File: src/rtl/ppu_writeback_if.sv
// Psum stream and word-write port of the PPU write-back packer.
// Both channels are valid/ready: a transfer happens on a rising clock edge where valid && ready;
// the sender holds valid and its payload stable until that edge and never waits for ready to raise valid.
interface ppu_writeback_if #(
    parameter int DATA_BITS = 32,
    parameter int ADDR_BITS = 32
);
    logic                 psum_valid;
    logic                 psum_ready;
    logic [DATA_BITS-1:0] psum_data;
    logic                 wr_valid;
    logic                 wr_ready;
    logic [ADDR_BITS-1:0] wr_addr;
    logic [31:0]          wr_data;
    logic [3:0]           wr_strb;

    modport master (
        input  psum_valid, psum_data, wr_ready,
        output psum_ready, wr_valid, wr_addr, wr_data, wr_strb
    );

    modport slave (
        output psum_valid, psum_data, wr_ready,
        input  psum_ready, wr_valid, wr_addr, wr_data, wr_strb
    );
endinterface

File: src/rtl/ppu_writeback.sv
// Sequences psums into the PPU, captures its 8-bit results and packs four per
// 32-bit word toward the global buffer; the last partial word is strobed per filled lane.
module ppu_writeback #(
    parameter int DATA_BITS = 32,
    parameter int ADDR_BITS = 32,
    parameter int CNT_BITS  = 16
) (
    input  logic                 clk,
    input  logic                 rst,
    input  logic                 start,
    input  logic                 cfg_pool,
    input  logic                 cfg_relu,
    input  logic [ADDR_BITS-1:0] cfg_base_addr,
    input  logic [CNT_BITS-1:0]  cfg_num_out,
    ppu_writeback_if.master      bus,
    output logic [DATA_BITS-1:0] ppu_data_in,
    output logic                 ppu_maxpool_init,
    output logic                 ppu_maxpool_en,
    output logic                 ppu_relu_sel,
    output logic                 ppu_relu_en,
    input  logic [7:0]           ppu_data_out,
    output logic                 busy,
    output logic                 done,
    output logic [1:0]           state_dbg
);

    localparam logic [1:0] S_IDLE  = 2'd0;
    localparam logic [1:0] S_RUN   = 2'd1;
    localparam logic [1:0] S_FLUSH = 2'd2;
    localparam logic [1:0] S_DONE  = 2'd3;

    logic [1:0]           state;
    logic                 pool_q;
    logic                 relu_q;
    logic [ADDR_BITS-1:0] addr_q;
    logic [CNT_BITS+1:0]  in_rem;
    logic [CNT_BITS-1:0]  out_rem;
    logic [1:0]           elem;
    logic [1:0]           lane;
    logic                 pool_done;
    logic [23:0]          pack;

    logic                 wr_pending;
    logic                 accept;
    logic                 capture;
    logic                 last_capture;
    logic [3:0]           part_strb;

    assign wr_pending     = bus.wr_valid && !bus.wr_ready;
    assign bus.psum_ready = (state == S_RUN) && (in_rem != '0) && !wr_pending;
    assign accept         = bus.psum_valid && bus.psum_ready;
    // Pool mode captures the cycle after the 4th element; non-pool captures on the accept itself.
    assign capture        = pool_q ? pool_done : accept;
    assign last_capture   = capture && (out_rem == CNT_BITS'(1));
    assign part_strb      = (4'b0001 << lane) - 4'b0001;

    assign ppu_data_in      = bus.psum_data;
    assign ppu_maxpool_init = accept && pool_q && (elem == 2'd0);
    assign ppu_maxpool_en   = accept && pool_q && (elem != 2'd0);
    assign busy             = (state != S_IDLE);
    assign done             = (state == S_DONE);
    assign ppu_relu_sel     = busy && pool_q;
    assign ppu_relu_en      = busy && relu_q;
    assign state_dbg        = state;

    always_ff @(posedge clk or negedge rst) begin
        if (!rst) begin
            state        <= S_IDLE;
            pool_q       <= 1'b0;
            relu_q       <= 1'b0;
            addr_q       <= '0;
            in_rem       <= '0;
            out_rem      <= '0;
            elem         <= 2'd0;
            lane         <= 2'd0;
            pool_done    <= 1'b0;
            pack         <= '0;
            bus.wr_valid <= 1'b0;
            bus.wr_addr  <= '0;
            bus.wr_data  <= '0;
            bus.wr_strb  <= 4'b0000;
        end else begin
            case (state)
                S_IDLE: begin
                    if (start) begin
                        pool_q  <= cfg_pool;
                        relu_q  <= cfg_relu;
                        addr_q  <= cfg_base_addr;
                        in_rem  <= cfg_pool ? {cfg_num_out, 2'b00} : {2'b00, cfg_num_out};
                        out_rem <= cfg_num_out;
                        elem    <= 2'd0;
                        lane    <= 2'd0;
                        pack    <= '0;
                        state   <= (cfg_num_out == '0) ? S_DONE : S_RUN;
                    end
                end
                S_RUN: begin
                    if (last_capture) state <= S_FLUSH;
                end
                S_FLUSH: begin
                    // Leave once nothing is buffered and the output register is free or draining now.
                    if (lane == 2'd0 && (!bus.wr_valid || bus.wr_ready)) state <= S_DONE;
                end
                default: state <= S_IDLE;
            endcase

            if (accept) begin
                in_rem <= in_rem - (CNT_BITS+2)'(1);
                if (pool_q) elem <= elem + 2'd1;
            end
            pool_done <= accept && pool_q && (elem == 2'd3);

            if (bus.wr_valid && bus.wr_ready) bus.wr_valid <= 1'b0;

            if (capture) begin
                out_rem <= out_rem - CNT_BITS'(1);
                lane    <= lane + 2'd1;
                case (lane)
                    2'd0: pack[7:0]   <= ppu_data_out;
                    2'd1: pack[15:8]  <= ppu_data_out;
                    2'd2: pack[23:16] <= ppu_data_out;
                    default: begin
                        bus.wr_valid <= 1'b1;
                        bus.wr_data  <= {ppu_data_out, pack};
                        bus.wr_strb  <= 4'b1111;
                        bus.wr_addr  <= addr_q;
                        addr_q       <= addr_q + ADDR_BITS'(4);
                        pack         <= '0;
                    end
                endcase
            end else if (state == S_FLUSH && !bus.wr_valid && lane != 2'd0) begin
                bus.wr_valid <= 1'b1;
                bus.wr_data  <= {8'h00, pack};
                bus.wr_strb  <= part_strb;
                bus.wr_addr  <= addr_q;
                addr_q       <= addr_q + ADDR_BITS'(4);
                lane         <= 2'd0;
                pack         <= '0;
            end
        end
    end

endmodule

File: src/flat_wrapper.sv
// flat-port wrapper written by rule: the top's interface ports become plain ports
module ppu_writeback_flat 
#(
    parameter int DATA_BITS = 32,
    parameter int ADDR_BITS = 32,
    parameter int CNT_BITS  = 16
)
  (clk, rst, start, cfg_pool, cfg_relu, cfg_base_addr, cfg_num_out, ppu_data_in, ppu_maxpool_init, ppu_maxpool_en, ppu_relu_sel, ppu_relu_en, ppu_data_out, busy, done, state_dbg, bus_psum_valid, bus_psum_data, bus_wr_ready, bus_psum_ready, bus_wr_valid, bus_wr_addr, bus_wr_data, bus_wr_strb);
  ppu_writeback_if #(.DATA_BITS(DATA_BITS), .ADDR_BITS(ADDR_BITS)) bus_i ();
  input  logic clk;
  input  logic rst;
  input  logic start;
  input  logic cfg_pool;
  input  logic cfg_relu;
  input  logic [ADDR_BITS-1:0] cfg_base_addr;
  input  logic [CNT_BITS-1:0] cfg_num_out;
  output logic [DATA_BITS-1:0] ppu_data_in;
  output logic ppu_maxpool_init;
  output logic ppu_maxpool_en;
  output logic ppu_relu_sel;
  output logic ppu_relu_en;
  input  logic [7:0] ppu_data_out;
  output logic busy;
  output logic done;
  output logic [1:0] state_dbg;
  input wire logic [$bits(bus_i.psum_valid)-1:0] bus_psum_valid;
  input wire logic [$bits(bus_i.psum_data)-1:0] bus_psum_data;
  input wire logic [$bits(bus_i.wr_ready)-1:0] bus_wr_ready;
  output wire logic [$bits(bus_i.psum_ready)-1:0] bus_psum_ready;
  output wire logic [$bits(bus_i.wr_valid)-1:0] bus_wr_valid;
  output wire logic [$bits(bus_i.wr_addr)-1:0] bus_wr_addr;
  output wire logic [$bits(bus_i.wr_data)-1:0] bus_wr_data;
  output wire logic [$bits(bus_i.wr_strb)-1:0] bus_wr_strb;
  assign bus_i.psum_valid = bus_psum_valid;
  assign bus_i.psum_data = bus_psum_data;
  assign bus_i.wr_ready = bus_wr_ready;
  assign bus_psum_ready = bus_i.psum_ready;
  assign bus_wr_valid = bus_i.wr_valid;
  assign bus_wr_addr = bus_i.wr_addr;
  assign bus_wr_data = bus_i.wr_data;
  assign bus_wr_strb = bus_i.wr_strb;
  ppu_writeback #(.DATA_BITS(DATA_BITS), .ADDR_BITS(ADDR_BITS), .CNT_BITS(CNT_BITS)) u_core (.clk(clk), .rst(rst), .start(start), .cfg_pool(cfg_pool), .cfg_relu(cfg_relu), .cfg_base_addr(cfg_base_addr), .cfg_num_out(cfg_num_out), .bus(bus_i), .ppu_data_in(ppu_data_in), .ppu_maxpool_init(ppu_maxpool_init), .ppu_maxpool_en(ppu_maxpool_en), .ppu_relu_sel(ppu_relu_sel), .ppu_relu_en(ppu_relu_en), .ppu_data_out(ppu_data_out), .busy(busy), .done(done), .state_dbg(state_dbg));
endmodule
File: config.mk
export PLATFORM = sky130hd
export DESIGN_NAME = ppu_writeback_flat
export DESIGN_NICKNAME = d
export VERILOG_FILES = /design/src/rtl/ppu_writeback_if.sv /design/src/rtl/ppu_writeback.sv /design/src/flat_wrapper.sv
export SDC_FILE = /design/constraint.sdc
export NUM_CORES = 1
export LEC_CHECK = 0
export CORE_ASPECT_RATIO = 1.4
export CORE_MARGIN = 4
export CORE_UTILIZATION = 43
export DETAILED_ROUTE_END_ITERATION = 6
export PLACE_DENSITY = 0.74
export SLEW_MARGIN = 30
export SYNTH_ARGS = -nofsm -noshare
export SYNTH_HDL_FRONTEND = slang
export SYNTH_SLANG_ARGS = --single-unit
File: constraint.sdc
create_clock -name clk -period 2.9 [get_ports clk]
set_clock_uncertainty 0.05 [all_clocks]
set_input_delay 0.435 -clock clk [delete_from_list [all_inputs] [get_ports clk]]
set_output_delay 0.435 -clock clk [all_outputs]
set_load 0.005 [all_outputs]
==> results.txt, run 1 <==
R2R setup slack -> -0.02 ns
WHS -> 0.416 ns
Reg clk slew, reported paths -> 0.07 ns
Final count of negative-setup-slack endpoints -> 4
CTS tree -> built
Post-synth EDFFs -> 0
Initial DRT Pass Iterations -> 6
Final core utilization -> 0.604
Post-DP HPWL -> 17300 um
Period minus WS final -> 3.00 ns
Fmax -> 334 MHz
Total Routed Length -> 25900 um
Async S/R FF share, synth -> 1.00
Clock root buffer -> clkbuf_16
Flops & latches, synth -> 168
Slew Viols, Final -> 0
Yosys warnings -> 0
Worst vdd ir -> 0.396 mV
Synthesized area per cell -> 9.05 um^2
Power Dens Cells -> 988 nW/um^2
Chip width -> 127 um
Die area -> 22100 um^2
Crit path max fanout -> 4
Initial antenna violation count -> 0
Status -> finished with violations
Pwr Total -> 11500 uW
Number of global-route vias before repair -> 7937
Synth top area share -> 0.496
Slowest cell on crit path -> dfrtp_1
# DRC -> 0
Hold_sp -> u_core.bus.wr_strb[0]$_DFFE_PN0P_
FF-to-FF End -> u_core.addr_q[23]$_DFF_PN0_
Top_reg_cell synth -> dfrtp_1
WP depth -> 10
Critical-path cell list -> inv_2, ha_4, or3b_4, or3_4, buf_8, o21a_4, nand2_4, buf_6, nor2_2, buf_2
Final setup margin -> -0.0961 ns
Leak pwr -> 0.00526 uW
Violated checks -> setup timing
Grt ovf -> 0
Clock Latency Late Sink -> 0.43 ns
Worst Path Required -> 2.41 ns
Netlist cell types -> 59
Fin crit share -> 1.03
Hold endpoint -> u_core.bus.wr_strb[0]$_DFFE_PN0P_
Total Routing Usage GR -> 0.226
Worst path top cell family by delay -> simple AND/OR/NAND/NOR gates
H-tree Lvls -> 4
CP endpoint kind -> primary output
Vias/cell -> 5.80
Worst r2r src -> u_core.in_rem[1]$_DFFE_PN0P_
Hold depth -> 1
WS Path Type -> reg -> out
DP Area -> 10300 um^2
Routed wire per std cell -> 18.7 um
Core ar. -> 19300 um^2
Worst r2r path cells -> 11
Max incr delay on CP -> 0.41 ns
Gpl congestion -> 0.893
Commonest cells in the netlist -> nand2_1 (209), dfrtp_1 (168), nor2_1 (63)
CTS Buffer Depth -> 2
Share of layout cells above drive strength 1 -> 0.186
Synth area leader -> dfrtp_1
Rows -> 60
Top post-synthesis cells by area -> dfrtp_1 (50%), nand2_1 (9.2%), buf_4 (3.3%), o21ai_0 (3.2%), a32o_1 (3.0%)
First-pass GRT wire length -> 40500 um
Syn Inst Count -> 937
Via count -> 8055
Slew @ Worst Pin -> 0.660 ns
Post-route ant nets -> 0
Largest net degree at the start of global routing -> 69
Unrepaired setup endpoints after global routing -> yes
Die Ht -> 174 um
TritonCTS Buffers -> 17
Finished Cell Area -> 11600 um^2
Final Hold Fails -> 0
N_diodes -> 0
Number of port buffers -> 140
Sequential fraction of the synthesis area -> 0.496
Hold crit path type -> reg -> reg
DR iter-0 viols -> 820
Synthesized area -> 8480 um^2
Starting Density -> 0.440
Synth-to-Final Area Change -> 37.3%
Syn_nets -> 1048
I/O pin count -> 205
Most numerous cell in the Yosys netlist -> nand2_1
Worst EP arrival -> 2.51 ns
Final net count -> 1240
Setup WS pre-CTS -> -0.0219 ns
Type of origin of the critical path -> flip-flop
# Max-Cap Violations -> 0
Worst path bufs/invs -> 4
Clock tree sinks -> 168
Slew headroom -> 0.556
## cells in the final DEF, fill, tap and decap left out, types with 10 or more instances in the layout
| master | synthesis | final |
|---|---|---|
| a21oi_1 | 42 | 40 |
| or3_1 | 17 | 14 |
| nand3_1 | 32 | 27 |
| buf_6 | 1 | 15 |
| nor3_1 | 17 | 16 |
| nor2_1 | 63 | 59 |
| o21ai_0 | 54 | 48 |
| nand2_1 | 209 | 207 |
| clkdlybuf4s50_1 | 0 | 136 |
| ha_1 | 16 | 15 |
| dfrtp_1 | 168 | 168 |
| nand4_1 | 10 | 10 |
| clkbuf_16 | 0 | 21 |
| a32o_1 | 25 | 25 |
| buf_4 | 37 | 91 |
| inv_1 | 37 | 35 |
| and3_1 | 14 | 11 |
## worst register-to-register path, delay by kind of cell, from the launching register on
family | cells | cell delay [ns]
AO/OA/AOI/OAI | 2 | 0.68
AND/OR/NAND/NOR | 4 | 0.99
buffers and inverters | 4 | 0.55
flip-flops | 1 | 0.41
adder cells (fa/ha/maj) | 1 | 0.13
## layout make-up
cell class              count  area, um^2
clock buffers              21         470
clock inverters            10        86.3
fillers                  1582        7650
inverters                  37         139
multi-input cells         649        3960
flip-flops and latches    168        4200
well taps                 248         310
repair buffers            256        2470
## cell families (layout without fill, tap and decap cells)
kind of cell | after synthesis | count (layout) | synth area share
flip-flops | 168 | 168 | 0.496
AO/OA/AOI/OAI | 220 | 220 | 0.181
adder cells (fa/ha/maj) | 16 | 16 | 0.0236
buffers and inverters | 120 | 324 | 0.0724
XOR/XNOR | 1 | 1 | 0.00103
multiplexers | 12 | 12 | 0.0149
AND/OR/NAND/NOR | 400 | 400 | 0.211
## where the power goes
group / internal [uW] / switching [uW] / leakage [uW]
sequential: 3290 / 799 / 0.00210
combinational: 2660 / 2590 / 0.00288
clock: 1180 / 983 / 0.000270
## timing repair
item                                   4_1_cts  5_1_grt
resized for setup                           28       68
endpoints found under the hold margin       51        0
hold buffers                                 1        0
pin swaps                                    7       21
cloned                                       1        4
buffers inserted                            30       19
setup endpoints to repair                    9      126
## registers in the layout (all words and copies together) (netlist names), 4 cells and up
signal	cells
u_core.addr_q	32
u_core.bus.wr_addr	32
u_core.bus.wr_data	32
u_core.pack	24
u_core.in_rem	18
u_core.out_rem	16
u_core.bus.wr_strb	4
## per-stage QoR
step                      std cells  TNS [ns]
after floorplan                 937         0
after global placement         1309         0
after detailed placement       1309   -0.0730
after CTS                      1372   -0.0251
after global routing           1389     -1.26
final                          1389    -0.223
## worst max-delay path by stage
| stage | endpoint | start | slack (ns) |
|---|---|---|---|
| 3_5_place_dp | u_core.addr_q[31]$_DFF_PN0_ | u_core.in_rem[1]$_DFFE_PN0P_ | -0.02 |
| 4_1_cts | u_core.elem[0]$_DFF_PN0_ | u_core.in_rem[1]$_DFFE_PN0P_ | -0.02 |
| 6_report | ppu_maxpool_en | u_core.in_rem[1]$_DFFE_PN0P_ | -0.1 |
| 2_1_floorplan | u_core.addr_q[19]$_DFF_PN0_ | u_core.in_rem[8]$_DFFE_PN0P_ | 0.02 |
| 5_1_grt | ppu_maxpool_en | u_core.in_rem[0]$_DFFE_PN0P_ | -0.15 |
| 3_3_place_gp | u_core.addr_q[14]$_DFF_PN0_ | u_core.in_rem[0]$_DFFE_PN0P_ | 0.02 |
## layer usage
metal	track usage	share of wire	wire (um)
met1	0.288	0.39	10200
met2	0.380	0.52	13400
met3	0.0369	0.067	1730
met4	0.0921	0.026	663
met5	0	0	0
Power figures use the tool's default switching activity.
==> run 2, diff against run 1 <==
--- a/config.mk
+++ b/config.mk
@@ -9,6 +9,7 @@
 export CORE_MARGIN = 4
 export CORE_UTILIZATION = 43
 export DETAILED_ROUTE_END_ITERATION = 6
+export GPL_TIMING_DRIVEN = 0
 export PLACE_DENSITY = 0.74
 export SLEW_MARGIN = 30
 export SYNTH_ARGS = -nofsm -noshare
==> results.txt, run 2 (synthesized netlist as in run 1, its figures left out) <==
Status -> finished with violations
Violated checks -> setup timing
Fill cells -> 1472
Reg clk slew, reported paths -> 0.07 ns
R2R setup slack -> -0.14 ns
Combinational share of power -> 0.469
Total Routing Usage GR -> 0.231
Slew Viols, Final -> 0
Worst Path Required -> 2.41 ns
CTS tree -> built
Met2 usage -> 0.399
Fin crit share -> 1.06
Gpl congestion -> 0.883
CP endpoint kind -> primary output
TritonCTS Buffers -> 17
Unrepaired setup endpoints after global routing -> yes
Starting Density -> 0.440
Share of layout cells above drive strength 1 -> 0.197
Slew @ Worst Pin -> 0.724 ns
Worst r2r path cells -> 13
NetSw -> 4600 uW
Crit path max fanout -> 6
First-pass GRT wire length -> 41100 um
Commonest non-fill, non-tap cell in the layout -> nand2_1
DR iter-0 viols -> 744
Busiest metal layer after global routing -> met2
CTS Buffer Depth -> 2
Fmax -> 325 MHz
Switching share of power -> 0.383
Largest registers -> u_core.addr_q (32), u_core.bus.wr_addr (32), u_core.bus.wr_data (32)
Die area -> 22100 um^2
Slew headroom -> 0.515
Number of global-route vias before repair -> 7892
I/O pin count -> 205
Clock Power Share -> 0.190
# DRC -> 0
Power Dens Cells -> 958 nW/um^2
Grt met3 use -> 0.0415
Final core utilization -> 0.649
Worst EP arrival -> 2.59 ns
FF-to-FF End -> u_core.addr_q[29]$_DFF_PN0_
Via count -> 8406
Clock root buffer -> clkbuf_16
Largest net degree at the start of global routing -> 79
Core ar. -> 19300 um^2
Final net count -> 1296
Final setup margin -> -0.177 ns
Pwr Total -> 12000 uW
Period minus WS final -> 3.08 ns
Synth-to-Final Area Change -> 47.7%
Hold crit path type -> in -> async
Rows -> 60
Final count of negative-setup-slack endpoints -> 74
Int Power -> 7400 uW
Grt ovf -> 0
Number of port buffers -> 172
Clock tree sinks -> 168
Setup_tns -> -4.20 ns
# Max-Cap Violations -> 0
Post-route ant nets -> 0
H-tree Lvls -> 4
Routed wire per std cell -> 19.5 um
Initial antenna violation count -> 1
Post-DP HPWL -> 18400 um
Worst r2r src -> u_core.in_rem[1]$_DFFE_PN0P_
Vias/cell -> 5.81
WS Path Type -> reg -> out
Total Routed Length -> 28100 um
Chip width -> 127 um
Die Ht -> 174 um
Worst vdd ir -> 0.503 mV
Clock Latency Late Sink -> 0.44 ns
Initial DRT Pass Iterations -> 7
Final Hold Fails -> 0
Flop pwr share -> 0.341
Met1 Usage GRT -> 0.284
Type of origin of the critical path -> flip-flop
Leak pwr -> 0.00561 uW
Most frequent cells in the layout -> nand2_1 (199), clkdlybuf4s50_1 (168), dfrtp_1 (168), buf_4 (72), nor2_1 (53)
-- run 2: cell count changes in the layout (fill, tap and decap cells not counted), moves of 10 or more --
cell	delta
clkdlybuf4s50_1	+32
o21ai_1	+14
o21ai_0	-15
clkbuf_1	+14
clkbuf_16	+10
buf_4	-19
buf_8	+11
-- run 2: power by group through the flow --
stage | Sequential [uW] | Clock (uW) | Combinational [uW]
after floorplan | 3920 | 0 | 2460
after global placement | 4030 | 0 | 4300
after detailed placement | 4070 | 0 | 4390
after CTS | 4040 | 2290 | 4690
after global routing | 4210 | 2400 | 6130
final | 4090 | 2280 | 5640
-- run 2: how the worst max path moves through the flow --
stage	slack [ns]	to	from	cells after the start
after floorplan	0.02	u_core.addr_q[19]$_DFF_PN0_	u_core.in_rem[8]$_DFFE_PN0P_	10
after global placement	-5.67	u_core.bus.wr_addr[5]$_DFFE_PN0P_	rst	1
after detailed placement	-0.91	ppu_maxpool_init	u_core.in_rem[0]$_DFFE_PN0P_	10
after CTS	-0.16	ppu_maxpool_init	u_core.in_rem[1]$_DFFE_PN0P_	9
after global routing	-0.26	u_core.addr_q[29]$_DFF_PN0_	u_core.in_rem[0]$_DFFE_PN0P_	13
final	-0.18	ppu_maxpool_init	u_core.in_rem[1]$_DFFE_PN0P_	9
-- run 2: critical path, cell delays in order, from the launching register on --
cell,delay [ns]
dfrtp_1,0.40
inv_2,0.09
ha_4,0.13
or3b_4,0.37
or3_4,0.40
clkbuf_16,0.17
o21a_4,0.20
buf_8,0.12
and3_4,0.17
buf_6,0.11
-- run 2: final cells by class --
class | count | area [um^2] | share of cell area
Inverter | 37 | 139 | 0.0111
Buffer | 79 | 726 | 0.0579
Clock inverter | 12 | 141 | 0.0113
Sequential cell | 168 | 4200 | 0.336
Clock buffer | 19 | 433 | 0.0346
Tap cell | 248 | 310 | 0.0248
Antenna cell | 1 | 2.50 | 0.000200
Timing Repair Buffer | 233 | 2480 | 0.198
Multi-Input combinational cell | 649 | 4090 | 0.326
-- run 2: metrics by stage --
step | instances | hold slack, ns | cell area (um^2) | setup WS, ns
final | 1446 | 0.380 | 12500 | -0.177
after global routing | 1446 | 0.419 | 12500 | -0.260
after CTS | 1406 | 0.383 | 11500 | -0.165
after detailed placement | 1359 | 0.254 | 10600 | -0.911
after global placement | 1357 | 0.401 | 10500 | -5.67
after floorplan | 937 | 0.0894 | 8490 | 0.0158
-- run 2: what timing repair did --
action | in CTS | in global routing
pin swaps | 9 | 34
resized for setup | 82 | 140
gates cloned | 0 | 14
hold buffers | 1 | 0
buffers inserted | 18 | 26
setup endpoints to repair | 166 | 142
endpoints found under the hold margin | 24 | 0
-- run 2: layer usage --
layer | vias to the layer above | share of wire
met2 | 439 | 0.51
met3 | 98 | 0.070
met1 | 4064 | 0.38
li1 | 3805 | -
met5 | - | 0
met4 | 0 | 0.039
